**config.mk**
```make
export PLATFORM = sky130hd
export DESIGN_NAME = jstk_spi_reader
export DESIGN_NICKNAME = d
export VERILOG_FILES = /design/src/rtl/jstk_pkg.sv /design/src/rtl/spi_byte_shifter.sv /design/src/rtl/jstk_spi_reader.sv
export SDC_FILE = /design/constraint.sdc
export NUM_CORES = 1
export LEC_CHECK = 0
export ABC_AREA = 1
export BUFFER_PORTS_ARGS = -buffer_cell sky130_fd_sc_hd__clkbuf_2
export CAP_MARGIN = 0
export CORE_ASPECT_RATIO = 0.75
export CORE_UTILIZATION = 43
export DETAILED_ROUTE_END_ITERATION = 10
export HOLD_SLACK_MARGIN = 0.08
export PLACE_DENSITY = 0.6
export SLEW_MARGIN = 20
export SYNTH_ARGS = -nofsm -noshare
export SYNTH_HDL_FRONTEND = slang
export SYNTH_HIERARCHICAL = 1
export SYNTH_SLANG_ARGS = --single-unit
```
**constraint.sdc**
```tcl
create_clock -name clk -period 1.9 [get_ports clk]
set_input_delay 0.38 -clock clk [delete_from_list [all_inputs] [get_ports clk]]
set_output_delay 0.38 -clock clk [all_outputs]
set_load 0.03 [all_outputs]
```
**src/rtl/jstk_pkg.sv**
```systemverilog
// Shared definitions for the PmodJSTK SPI reader: FSM encoding, frame constants,
// and the centre-snap helper used when JSTK_DEADZONE_EN is defined.
package jstk_pkg;

  typedef enum logic [2:0] {
    ST_IDLE,
    ST_SETUP,
    ST_SHIFT,
    ST_GAP,
    ST_DONE
  } jstk_state_e;

  localparam logic [9:0] JSTK_CENTER  = 10'd512;
  localparam logic [7:0] JSTK_CMD_LED = 8'h80;
  localparam int         JSTK_NBYTES  = 5;

  // 11-bit compare keeps the window edges from wrapping near 0/1023.
  function automatic logic [9:0] jstk_snap(input logic [9:0] v,
                                           input int unsigned dz,
                                           input logic en);
    logic [10:0] vv, lo, hi;
    vv = {1'b0, v};
    lo = 11'(JSTK_CENTER) - 11'(dz);
    hi = 11'(JSTK_CENTER) + 11'(dz);
    return (en && (vv >= lo) && (vv <= hi)) ? JSTK_CENTER : v;
  endfunction

endpackage

```
**src/rtl/spi_byte_shifter.sv**
```systemverilog
// One SPI mode-0 byte: CLK_DIV cycles low, CLK_DIV high per bit, MSB first.
// o_done is a combinational pulse on the cycle bit 7's high phase ends.
module spi_byte_shifter #(
  parameter int CLK_DIV = 50
) (
  input  logic       clk,
  input  logic       rst_n,
  input  logic       i_load,
  input  logic [7:0] i_tx,
  input  logic       i_miso,
  output logic       o_sclk,
  output logic       o_mosi,
  output logic [7:0] o_rx,
  output logic       o_done
);

  localparam int DIV_W = $clog2(CLK_DIV + 1);

  logic             r_active;
  logic [DIV_W-1:0] r_div;
  logic [2:0]       r_bit;
  logic             r_sclk;
  logic [7:0]       r_tx;
  logic [7:0]       r_rx;
  logic             w_tick;

  assign w_tick = (r_div == DIV_W'(CLK_DIV - 1));
  assign o_done = r_active && r_sclk && w_tick && (r_bit == 3'd7);
  assign o_sclk = r_sclk;
  assign o_mosi = r_tx[7];
  assign o_rx   = r_rx;

  // Shifting the tx register with zero fill leaves mosi low once the byte ends.
  always_ff @(posedge clk or negedge rst_n) begin
    if (!rst_n) begin
      r_active <= 1'b0;
      r_div    <= '0;
      r_bit    <= '0;
      r_sclk   <= 1'b0;
      r_tx     <= '0;
      r_rx     <= '0;
    end else if (i_load) begin
      r_active <= 1'b1;
      r_div    <= '0;
      r_bit    <= '0;
      r_sclk   <= 1'b0;
      r_tx     <= i_tx;
    end else if (r_active) begin
      if (w_tick) begin
        r_div <= '0;
        if (!r_sclk) begin
          r_sclk <= 1'b1;
          r_rx   <= {r_rx[6:0], i_miso};
        end else begin
          r_sclk <= 1'b0;
          r_tx   <= {r_tx[6:0], 1'b0};
          if (r_bit == 3'd7) r_active <= 1'b0;
          else               r_bit    <= r_bit + 3'd1;
        end
      end else begin
        r_div <= r_div + DIV_W'(1);
      end
    end
  end

endmodule

```
**src/rtl/jstk_spi_reader.sv**
```systemverilog
// PmodJSTK poller: one 5-byte SPI frame per poll period, atomic X/Y/button update.
// Optional centre dead-zone snapping is enabled by defining JSTK_DEADZONE_EN.
module jstk_spi_reader
  import jstk_pkg::*;
#(
  parameter int CLK_DIV   = 50,
  parameter int SETUP_CYC = 1500,
  parameter int GAP_CYC   = 1000,
  parameter int POLL_CYC  = 3333333,
  parameter int DEADZONE  = 16
) (
  input  logic       clk,
  input  logic       rst_n,
  input  logic [1:0] leds,
  input  logic       miso,
  output logic       sclk,
  output logic       mosi,
  output logic       ss_n,
  output logic [9:0] xPosData,
  output logic [9:0] yPosData,
  output logic [2:0] buttons,
  output logic       data_valid,
  output logic       busy
);

  localparam int POLL_W = $clog2(POLL_CYC + 1);
  localparam int TMR_MAX = (SETUP_CYC > GAP_CYC) ? SETUP_CYC : GAP_CYC;
  localparam int TMR_W = $clog2(TMR_MAX + 1);
`ifdef JSTK_DEADZONE_EN
  localparam logic DZ_EN = 1'b1;
`else
  localparam logic DZ_EN = 1'b0;
`endif

  jstk_state_e       r_state;
  logic [POLL_W-1:0] r_poll;
  logic [TMR_W-1:0]  r_tmr;
  logic [2:0]        r_byte;
  logic [1:0]        r_led;
  logic              r_ss_n;
  logic              r_busy;
  logic              r_dv;
  logic [9:0]        r_x, r_y;
  logic [2:0]        r_btn;
  logic [7:0]        r_xl, r_yl;
  logic [1:0]        r_xh, r_yh;
  logic [2:0]        r_bh;

  logic              w_load;
  logic [7:0]        w_tx;
  logic [7:0]        w_rx;
  logic              w_done;
  logic              w_setup_end, w_gap_end;

  assign w_setup_end = (r_state == ST_SETUP) && (r_tmr == TMR_W'(SETUP_CYC - 1));
  assign w_gap_end   = (r_state == ST_GAP)   && (r_tmr == TMR_W'(GAP_CYC - 1));
  assign w_load      = w_setup_end || w_gap_end;
  // Only the first byte of the frame carries the LED command.
  assign w_tx        = w_setup_end ? (JSTK_CMD_LED | {6'b0, r_led}) : 8'h00;

  spi_byte_shifter #(.CLK_DIV(CLK_DIV)) u_shift (
    .clk    (clk),
    .rst_n  (rst_n),
    .i_load (w_load),
    .i_tx   (w_tx),
    .i_miso (miso),
    .o_sclk (sclk),
    .o_mosi (mosi),
    .o_rx   (w_rx),
    .o_done (w_done)
  );

  always_ff @(posedge clk or negedge rst_n) begin
    if (!rst_n) begin
      r_state <= ST_IDLE;
      r_poll  <= '0;
      r_tmr   <= '0;
      r_byte  <= '0;
      r_led   <= '0;
      r_ss_n  <= 1'b1;
      r_busy  <= 1'b0;
      r_dv    <= 1'b0;
      r_x     <= JSTK_CENTER;
      r_y     <= JSTK_CENTER;
      r_btn   <= '0;
      r_xl    <= '0;
      r_yl    <= '0;
      r_xh    <= '0;
      r_yh    <= '0;
      r_bh    <= '0;
    end else begin
      r_dv <= 1'b0;
      case (r_state)
        ST_IDLE: begin
          if (r_poll == POLL_W'(POLL_CYC - 1)) begin
            r_led   <= leds;
            r_ss_n  <= 1'b0;
            r_busy  <= 1'b1;
            r_tmr   <= '0;
            r_state <= ST_SETUP;
          end else begin
            r_poll <= r_poll + POLL_W'(1);
          end
        end
        ST_SETUP: begin
          if (w_setup_end) begin
            r_tmr   <= '0;
            r_byte  <= '0;
            r_state <= ST_SHIFT;
          end else begin
            r_tmr <= r_tmr + TMR_W'(1);
          end
        end
        ST_SHIFT: begin
          if (w_done) begin
            case (r_byte)
              3'd0:    r_xl <= w_rx;
              3'd1:    r_xh <= w_rx[1:0];
              3'd2:    r_yl <= w_rx;
              3'd3:    r_yh <= w_rx[1:0];
              default: r_bh <= w_rx[2:0];
            endcase
            r_tmr   <= '0;
            r_state <= (r_byte == 3'(JSTK_NBYTES - 1)) ? ST_DONE : ST_GAP;
          end
        end
        ST_GAP: begin
          if (w_gap_end) begin
            r_tmr   <= '0;
            r_byte  <= r_byte + 3'd1;
            r_state <= ST_SHIFT;
          end else begin
            r_tmr <= r_tmr + TMR_W'(1);
          end
        end
        ST_DONE: begin
          r_ss_n  <= 1'b1;
          r_busy  <= 1'b0;
          r_poll  <= '0;
          r_dv    <= 1'b1;
          r_x     <= jstk_snap({r_xh, r_xl}, DEADZONE, DZ_EN);
          r_y     <= jstk_snap({r_yh, r_yl}, DEADZONE, DZ_EN);
          r_btn   <= r_bh;
          r_state <= ST_IDLE;
        end
        default: r_state <= ST_IDLE;
      endcase
    end
  end

  assign ss_n       = r_ss_n;
  assign busy       = r_busy;
  assign data_valid = r_dv;
  assign xPosData   = r_x;
  assign yPosData   = r_y;
  assign buttons    = r_btn;

endmodule

```
; Word-level counts from Yosys, hierarchy flattened
; Index checks and enable logic that the tools add are counted.
[classes]
add_sub_neg = 5
multipliers = 0
div_mod_pow = 0
order_cmp = 0
eq_ne = 19
shifts = 0
muxes = 43
bitwise = 3
reduce_logical = 30
[op_table]
columns = operator, count
row1 = $mux W11, 4
row2 = $pmux W11 S4, 1
row3 = $pmux W22 S2, 1
row4 = $mux W8, 5
row5 = $mux W3, 12
row6 = $reduce_and A3 Y1, 8
row7 = $add A22 B1 Y22 const B, 1
row8 = $eq A22 B22 Y1 const B, 1
row9 = $mux W22, 1
row10 = $mux W6, 3
row11 = $eq A3 B2 Y1 const B, 4
row12 = $mux W1, 12
row13 = $pmux W3 S4, 1
row14 = $reduce_and A4 Y1, 3
row15 = $add A11 B1 Y11 const B, 1
row16 = $eq A11 B10 Y1 const B, 1
row17 = $eq A11 B11 Y1 const B, 1
row18 = $reduce_bool A2 Y1, 5
row19 = $eq A3 B3 Y1 const B, 3
row20 = $ne A2 B2 Y1 const B, 4
row21 = $reduce_and A2 Y1, 4
row22 = $add A3 B1 Y3 const B, 2
row23 = $add A6 B1 Y6 const B, 1
row24 = $eq A3 B1 Y1 const B, 2
row25 = 10 further kinds, 19
[totals]
ff_bits = 117
latch_bits = 0
ram_bits = 0
mem_bits_ro = 0
inputBits = 5
output_inout_bits = 28
elab_cells = 122
memories = 0

; Logic depth before layout (Yosys ltp)
; Gate-level depths: netlist (run 1).
[depth]
depth_word = 6
ltp_mapped = 14
mapped_depth_nobuf = 12

; Cells and area by module
; The synthesis (run 1) kept the hierarchy.
[modules_own_cells]
columns = mod, n_inst, cells_each, area_each_um2, seq_area_each_um2
row1 = jstk_spi_reader, 1, 607, 4635.7, 2255.9
row2 = spi_byte_shifter, 1, 175, 1395.1, 675.6

; Worst setup path after synthesis (run 1)
; OpenSTA, ideal clock, no wires.
[synth_path]
path_kind = reg2reg
start = reg r_tmr[0]
end = reg u_shift.r_rx[2] (netlist: u_shift/o_rx[2])
setup_time_ns = 0.121
t_arrival_ns = 1.844
required_ns = 1.779
slack_ns = -0.066
stages_incl_launch_ff = 15
n_path_buf = 3
period_less_slack_ns = 1.966
path_cell_list = dfrtp_1 -> ha_1 -> buf_2 -> nand2_1 -> inv_1 -> nand4_1 -> nand2_1 -> buf_6 -> inv_4 -> nand2_4 -> nor2_4 -> nand2_2 -> buf_6 -> nand2_1 -> o21ai_1
[synth_between]
elab_chain_len = 5
elab_cells_between_ends = 7
cone_classes = eq/ne: 2 / bitwise: 1 / reduce/logical: 4
[synth_rtl]
columns = element, line_no
row1 = start: declaration, jstk_spi_reader.sv:37  ; logic [TMR_W-1:0] r_tmr;
row2 = start signal: assignment, jstk_spi_reader.sv:111  ; r_tmr <= r_tmr + TMR_W'(1);
row3 = start signal: assignment, jstk_spi_reader.sv:133  ; r_tmr <= r_tmr + TMR_W'(1);
row4 = $eq A11 B11 Y1 / $eq A11 B10 Y1 (equally long branches), "jstk_spi_reader.sv:55, jstk_spi_reader.sv:56"
row5 = $logic_and A1 B1 Y1 (on tied branches), "jstk_spi_reader.sv:55, jstk_spi_reader.sv:56"
row6 = $logic_or A1 B1 Y1 (*), jstk_spi_reader.sv:57  ; assign w_load = w_setup_end || w_gap_end;
row7 = net w_load, jstk_spi_reader.sv:49  ; logic w_load;
row8 = $not A1 Y1 (no source line) (*), --
row9 = $reduce_and A4 Y1 (no source line) (*), --
row10 = end signal: assignment, spi_byte_shifter.sv:53  ; r_rx <= {r_rx[6:0], i_miso};
row11 = end: declaration, spi_byte_shifter.sv:24  ; logic [7:0] r_rx;
; The timed path passes the listed nets; every way through them passes the cells marked *.
; A chain may end at the register's enable or synchronous reset.

; Worst setup path after layout (run 1)
[layout_path]
start = reg u_shift.r_div[1]
end = reg r_yl[7]
[layout_between]
elab_chain_len = 4
[layout_rtl]
columns = element, line_no
row1 = start: declaration, spi_byte_shifter.sv:20  ; logic [DIV_W-1:0] r_div;
row2 = start signal: assignment, spi_byte_shifter.sv:61  ; r_div <= r_div + DIV_W'(1);
row3 = $eq A6 B6 Y1, spi_byte_shifter.sv:27  ; assign w_tick = (r_div == DIV_W'(CLK_DIV - 1));
row4 = $logic_and A1 B1 Y1 (2 in series), spi_byte_shifter.sv:28  ; assign o_done = r_active && r_sclk && w_tick && (r_bit == 3'd7);
row5 = net w_done, jstk_spi_reader.sv:52  ; logic w_done;
row6 = $reduce_and A3 Y1 (no source line), --
row7 = end signal: assignment, jstk_spi_reader.sv:119  ; 3'd2: r_yl <= w_rx;
row8 = end: declaration, jstk_spi_reader.sv:45  ; logic [7:0] r_xl, r_yl;
; The timed path passes the listed nets, and every way through them passes these cells.

==> impl_metrics.csv, run 1 <==
group,metric,value,unit
setup_path,crit_slowest_cell,"dfrtp_1",
logic_synthesis,synth_flop_cell,"dfrtp_1",
setup_path,worstSetupEndpointType,"flop",
clocking,clkTransAtPathRegs,0.07,ns
setup_path,worst-setup-path-type,"reg -> reg",
timing,finalCritPeriodShare,1.03,
die,num_io_pins,33,
cells_and_area,drive_above_1_share,0.201,
clocking,cts_sinks,117,
logic_synthesis,netlist-cell-type-count,35,
cells_and_area,layoutNonFillerInstCount,1059,
timing,maxSlewViolCount,0,
grt,track_usage,0.199,
clocking,cts-root-buf,"clkbuf_16",
run_status,status,"complete, but fails checks",
route,post_drt_wl_per_cell,13.0,um
grt,antenna_found_initial,0,
cells_and_area,mostFrequentLayoutCells,"nand2_1 (284), dfrtp_1 (114), inv_1 (73)",
cells_and_area,fin_nets,888,
cells_and_area,nFillCells,1274,
grt,grt_start_max_net_pins,53,
setup_path,arrival,2.31,ns
hold_path,hold_class,"in -> reg",
setup_path,reg2reg_depth,13,
grt,grt_pass1_wl,23000,um
route,ant_nets,0,
die,core,13700,um2
route,vias,5217,
power,p_leak,3.76,nW
placement,dp_hpwl,9750,um
setup_path,cpPeakStageDelay,0.39,ns
logic_synthesis,syn_area,6030,um2
setup_path,cp-startpoint,"u_shift/r_div[1]$_DFFE_PN0P_",
placement,place_congestion,0.885,
setup_path,worstPathCellList,"inv_2 > ha_4 > nand3_4 > nor2_4 > nand3_4 > nor2_4 > inv_2 > nor2_4 > inv_2 > nor3_4 > clkbuf_16 > nand2_1 > o21ai_1",
timing,worst_slack,-0.0594,ns
die,start_util,0.440,
setup_path,cp.required,2.25,ns
route,drt_iter0_markers,353,
logic_synthesis,synthCells,782,
logic_synthesis,avgSynthCellArea,7.71,um2
die,dieArea,14500,um2
clocking,cts_buffers,17,
route,drt_wl_total,13800,um
power,p_per_area,764,nW/um2
cells_and_area,layout_commonest_cell,"nand2_1",
logic_synthesis,synth_top_area_share,0.473,
timing,skew,0.0186,ns
timing,max_freq,510,MHz
clocking,cts_buffer_depth,2,
setup_path,reg2reg_from,"u_shift/r_div[1]$_DFFE_PN0P_",
cells_and_area,diodes,0,
route,drt-pass1-iter-count,8,
timing,finalSetupTns,-0.307,ns
die,rows,37,
logic_synthesis,ys_ff_latch,117,
setup_path,endpoint,"r_yl[7]$_DFFE_PN0P_",
logic_synthesis,synth_largest_area_cell,"dfrtp_1",
logic_synthesis,async_flop_share,1.00,
timing,finalSetupViolCount,8,
run_status,violations,"design-rule violations, negative setup slack",
placement,dp_slack,-0.0744,ns
job,maxCapViolCount,0,
cells_and_area,syn_to_final_growth,25.5,%
route,remaining_drc_errors,4,
die,die_w,139,um
timing,min_period,1.96,ns
power,ir_worst_vdd,562,uV
placement,io_buffers,32,
grt,gr-total-overflow,0,
logic_synthesis,synth_edf_count,0,
clocking,cts_max_level,4,
die,die_h,105,um
route,vias_per_cell,4.93,
timing,hold_violations,0,
timing,rsz0062_at_grt,"true",
setup_path,r2r_slack,-0.06,ns
setup_path,r2r-end,"r_yl[7]$_DFFE_PN0P_",
logic_synthesis,yosys_warnings,6,
clocking,cts_tree,"yes",
logic_synthesis,yosys-top-cells-area,"dfrtp_1 (47%), nand2_1 (18%), inv_1 (4.7%)",
clocking,clkLatencyLatePin,0.42,ns
logic_synthesis,yosysSeqAreaShare,0.486,
placement,placed_cells,1014,
setup_path,startpoint_type,"flop",
grt,first_global_vias,4937,
setup_path,path_max_fanout,8,
## metrics by stage
stage | util | power, mW | cell area, um2 | hold WS (ns)
global route | 0.552 | 5.98 | 7570 | 0.215
finish | 0.552 | 5.78 | 7570 | 0.205
detailed placement | 0.487 | 2.62 | 6680 | 0.380
floorplan | - | 2.54 | 6070 | 0.0844
global placement | 0.487 | 2.61 | 6680 | 0.370
CTS | 0.533 | 5.86 | 7300 | 0.186
## sequential cells by signal (all words and copies together) (netlist names), 2 cells and up
name	cells
r_xh	2
u_shift/r_bit	3
r_tmr	11
r_state	3
r_xl	8
buttons	3
yPosData	10
r_yl	8
u_shift/r_div	6
u_shift/r_tx	8
r_poll	22
r_byte	3
r_yh	2
r_led	2
xPosData	10
r_bh	3
u_shift/o_rx	8
## how the worst min path moves through the flow
stage,startpoint,end,slack [ns],depth (start not counted)
floorplan,rst_n,busy$_DFFE_PN0P_,0.08,0
global route,miso,u_shift/o_rx[0]$_DFFE_PN0P_,0.22,3
CTS,miso,u_shift/o_rx[0]$_DFFE_PN0P_,0.19,3
finish,miso,u_shift/o_rx[0]$_DFFE_PN0P_,0.20,3
global placement,rst_n,r_poll[16]$_DFFE_PN0P_,0.37,1
detailed placement,rst_n,r_poll[16]$_DFFE_PN0P_,0.38,1
## cells in the mapped netlist (3+ instances only)
cell      instances
buf_2            12
o211ai_1          3
nand2_2           3
inv_1            76
dfstp_2           3
o21ai_0          45
ha_1             12
nand4_1          28
o21ai_1           7
o22ai_1           3
a21oi_1           5
nor2_1           71
buf_6             4
nand2_1         294
nand3_1          45
inv_2             6
nor2_4            6
nand2_4           4
xnor2_1           6
o21bai_1          5
nor3_1            6
xor2_1            9
dfrtp_1         114
## cell type report
cell class                      instances  area [um2]  share of cell area
Clock inverter                         15         184              0.0243
Tap cell                              175         219              0.0289
Sequential cell                       117        2930               0.387
Clock buffer                           17         425              0.0562
Multi-Input combinational cell        565        2820               0.372
Inverter                               84         330              0.0436
Timing Repair Buffer                   86         662              0.0875
## logic make-up after synthesis
family                     share of synthesized area
other                                       0.000622
adders and majority gates                     0.0249
and+or+nand+nor                                0.329
AOI/OAI and AO/OA                             0.0631
DFF                                            0.486
xor gates and xnor gates                      0.0218
buffers and inverters                         0.0747
## routing by layer
metal  global-route usage  part of all wire  wire length [um]
met1                0.268              0.49              6710
met5                    0                 0                 0
met3               0.0463             0.031               432
met2                0.317              0.47              6550
met4               0.0651            0.0080               110
## critical path, delay by kind of cell (launching register included)
family	cells	cell delay (ns)
compound gates	1	0.06
fa+ha+maj	1	0.14
buf+inv	4	0.41
flops	1	0.39
simple gates	7	0.89
## power by group
part | switching (mW) | internal, mW
Combinational | 0.0543 | 0.0181
Sequential | 0.000559 | 2.49
Clock | 1.42 | 1.79
## timing repair
item / 4_1_cts / 5_1_grt
endpoints found under the hold margin: 27 / 0
setup buffers: 0 / 10
resized for setup: 1 / 50
gates cloned: 0 / 2
hold buffers: 1 / 0
endpoints found under the setup margin: 21 / 56
pin swaps: 0 / 14
Note: power is estimated with default switching activity, not from simulation.
==> run 2: changes to the inputs <==
Settings changed: CORE_UTILIZATION 43 to 40, PLACE_DENSITY 0.6 to 0.56, SKIP_CTS_REPAIR_TIMING set to 1, SYNTH_HIERARCHICAL 1 to unset.
==> run 2 against run 1 <==
The flow now finishes without violations. Maximum frequency is 9.3% higher. Routed wire length is 4.1% lower. Core utilization is 6.0 points lower. Critical endpoint is now r_xl[0]$_DFFE_PN0P_.
==> impl_metrics.csv, run 2 <==
group,metric,value,unit
run_status,status,"finished, final reports clean",
die,num_io_pins,33,
grt,grt_start_max_net_pins,52,
clocking,clkTransAtPathRegs,0.05,ns
setup_path,path_buf_inv,2,
clocking,cts_max_level,4,
placement,io_buffers,32,
logic_synthesis,syn_area,6000,um2
cells_and_area,diodes,0,
hold_path,hold_class,"in -> reg",
timing,relSlewSlack,0.708,
setup_path,crit_slowest_cell,"dfrtp_1",
grt,gr-total-overflow,0,
die,die_h,108,um
logic_synthesis,yosysSeqAreaShare,0.488,
cells_and_area,fin_nets,837,
die,dieArea,15500,um2
timing,skew,0.00859,ns
logic_synthesis,synthCells,762,
die,die_w,143,um
cells_and_area,nFillCells,1422,
grt,grt_pass1_wl,22800,um
power,p_per_area,820,nW/um2
cells_and_area,mostFrequentLayoutCells,"nand2_1 (324), dfrtp_1 (114), nor2_1 (73)",
setup_path,cpPeakStageDelay,0.39,ns
route,ant_nets,0,
setup_path,crit_family,"simple AND/OR/NAND/NOR gates",
power,p_leak,3.67,nW
timing,min_period,1.79,ns
route,vias,4980,
logic_synthesis,yosys-top-cells-area,"dfrtp_1 (48%), nand2_1 (20%), nor2_1 (4.6%)",
grt,track_usage,0.189,
logic_synthesis,yosys_warnings,0,
logic_synthesis,ys_ff_latch,117,
timing,maxSlewViolCount,0,
power,p_total,5.88,mW
cells_and_area,largest_reg_flops,22,
clocking,cts_sinks,117,
grt,first_global_vias,4732,
route,drt-pass1-iter-count,6,
setup_path,worstSetupEndpointType,"flop",
die,start_util,0.413,
cells_and_area,multi_input_area,2770,um2
logic_synthesis,netlist-cell-type-count,38,
cells_and_area,largestRegisters,"r_poll (22), r_tmr (11)",
cells_and_area,layout_commonest_cell,"nand2_1",
cells_and_area,layoutNonFillerInstCount,1032,
grt,antenna_found_initial,0,
setup_path,arrival,2.08,ns
clocking,cts_tree,"yes",
setup_path,worst-setup-path-type,"reg -> reg",
placement,dp_hpwl,9410,um
route,vias_per_cell,4.83,
power,ir_worst_vdd,557,uV
logic_synthesis,synth_largest_area_cell,"dfrtp_1",
route,drt_wl_total,13200,um
route,post_drt_wl_per_cell,12.8,um
logic_synthesis,async_flop_share,1.00,
timing,hold_violations,0,
clocking,cts_buffer_depth,2,
clocking,clkLatencyLatePin,0.41,ns
cells_and_area,drive_above_1_share,0.172,
setup_path,crit_top_cell,"nand3_2",
die,rows,38,
setup_path,cp.required,2.19,ns
logic_synthesis,avgSynthCellArea,7.88,um2
timing,tightest_slew,0.438,ns
logic_synthesis,synth_common_cells,"nand2_1 (325), dfrtp_1 (114), nor2_1 (74)",
logic_synthesis,synth_edf_count,0,
logic_synthesis,synth_flop_cell,"dfrtp_1",
route,drt_iter0_markers,311,
setup_path,path_max_fanout,16,
placement,place_congestion,0.941,
timing,finalCritPeriodShare,0.944,
timing,hold_ws,0.170,ns
cells_and_area,top_register,"r_poll",
timing,finalSetupViolCount,0,
placement,placed_cells,995,
job,maxCapViolCount,0,
die,core,14500,um2
logic_synthesis,yosysMostFrequentCell,"nand2_1",
route,remaining_drc_errors,0,
logic_synthesis,synth_top_area_share,0.475,
timing,max_freq,558,MHz
cells_and_area,regArea,2930,um2
setup_path,startpoint_type,"flop",
clocking,cts-root-buf,"clkbuf_16",
setup_path,worstPathCellList,"inv_1 > ha_1 > nand3_2 > inv_2 > nand3_2 > nor2_8 > nand3_4 > nand2_1 > o21ai_2",
logic_synthesis,syn_nets,780,
timing,finalSetupTns,0,ns
cells_and_area,syn_to_final_growth,19.3,%
clocking,cts_buffers,17,
timing,rsz0062_at_grt,"true",
cells_and_area,final_util,0.492,
[run 2: through the flow]
step | cell area, um2 | setup WS, ns
CTS | 7090 | -0.00560
global route | 7160 | -0.0276
detailed placement | 6470 | 0.00935
finish | 7160 | 0.107
global placement | 6470 | 0.125
floorplan | 6000 | 0.357
[run 2: kinds of logic after synthesis]
logic type	synth area share
buffers and inverters	0.0550
XOR/XNOR	0.0277
AND/OR/NAND/NOR	0.354
flip-flops	0.488
AO/OA/AOI/OAI	0.0477
adder cells (fa/ha/maj)	0.0271
[run 2: final cells by class]
class | count | area share
flip-flops and latches | 117 | 0.409
clock inverters | 11 | 0.0206
clock buffers | 21 | 0.0657
well taps | 200 | 0.0349
repair buffers | 54 | 0.0496
multi-input cells | 567 | 0.387
inverters | 62 | 0.0332
[run 2: report_power, final]
group	leakage (nW)	internal (mW)	switching, mW
registers	1.59	2.49	0
clock network	0.304	2.17	1.15
logic	1.78	0.0131	0.0501
total	3.67	4.68	1.20
[run 2: path summary, 6_finish.rpt]
path / cells after the start / slack [ns] / start / end
max: 9 / 0.11 / u_shift.r_div[1]$_DFFE_PN0P_ / r_xl[0]$_DFFE_PN0P_
min in group asynchronous: 2 / 0.42 / rst_n / buttons[1]$_DFFE_PN0P_
min reg2reg: 2 / 0.47 / ss_n$_DFFE_PN1P_ / ss_n$_DFFE_PN1P_
min: 3 / 0.17 / leds[0] / r_led[0]$_DFFE_PN0P_
max in group asynchronous: 3 / 0.87 / rst_n / u_shift.r_tx[6]$_DFFE_PN0P_
max reg2reg: 9 / 0.11 / u_shift.r_div[1]$_DFFE_PN0P_ / r_xl[0]$_DFFE_PN0P_
[run 2: worst register-to-register path: stages (launching register included)]
cell	delay, ns
dfrtp_1	0.39
inv_1	0.08
ha_1	0.19
nand3_2	0.10
inv_2	0.10
nand3_2	0.15
nor2_8	0.18
nand3_4	0.25
nand2_1	0.17
o21ai_2	0.06
[run 2: metal layers]
metal,share of wire,track usage,routed length [um],vias to the layer above
met4,0.013,0.0684,168,0
li1,-,-,-,2513
met2,0.43,0.275,5740,91
met5,0,0,0,-
met1,0.51,0.270,6810,2359
met3,0.040,0.0478,528,17
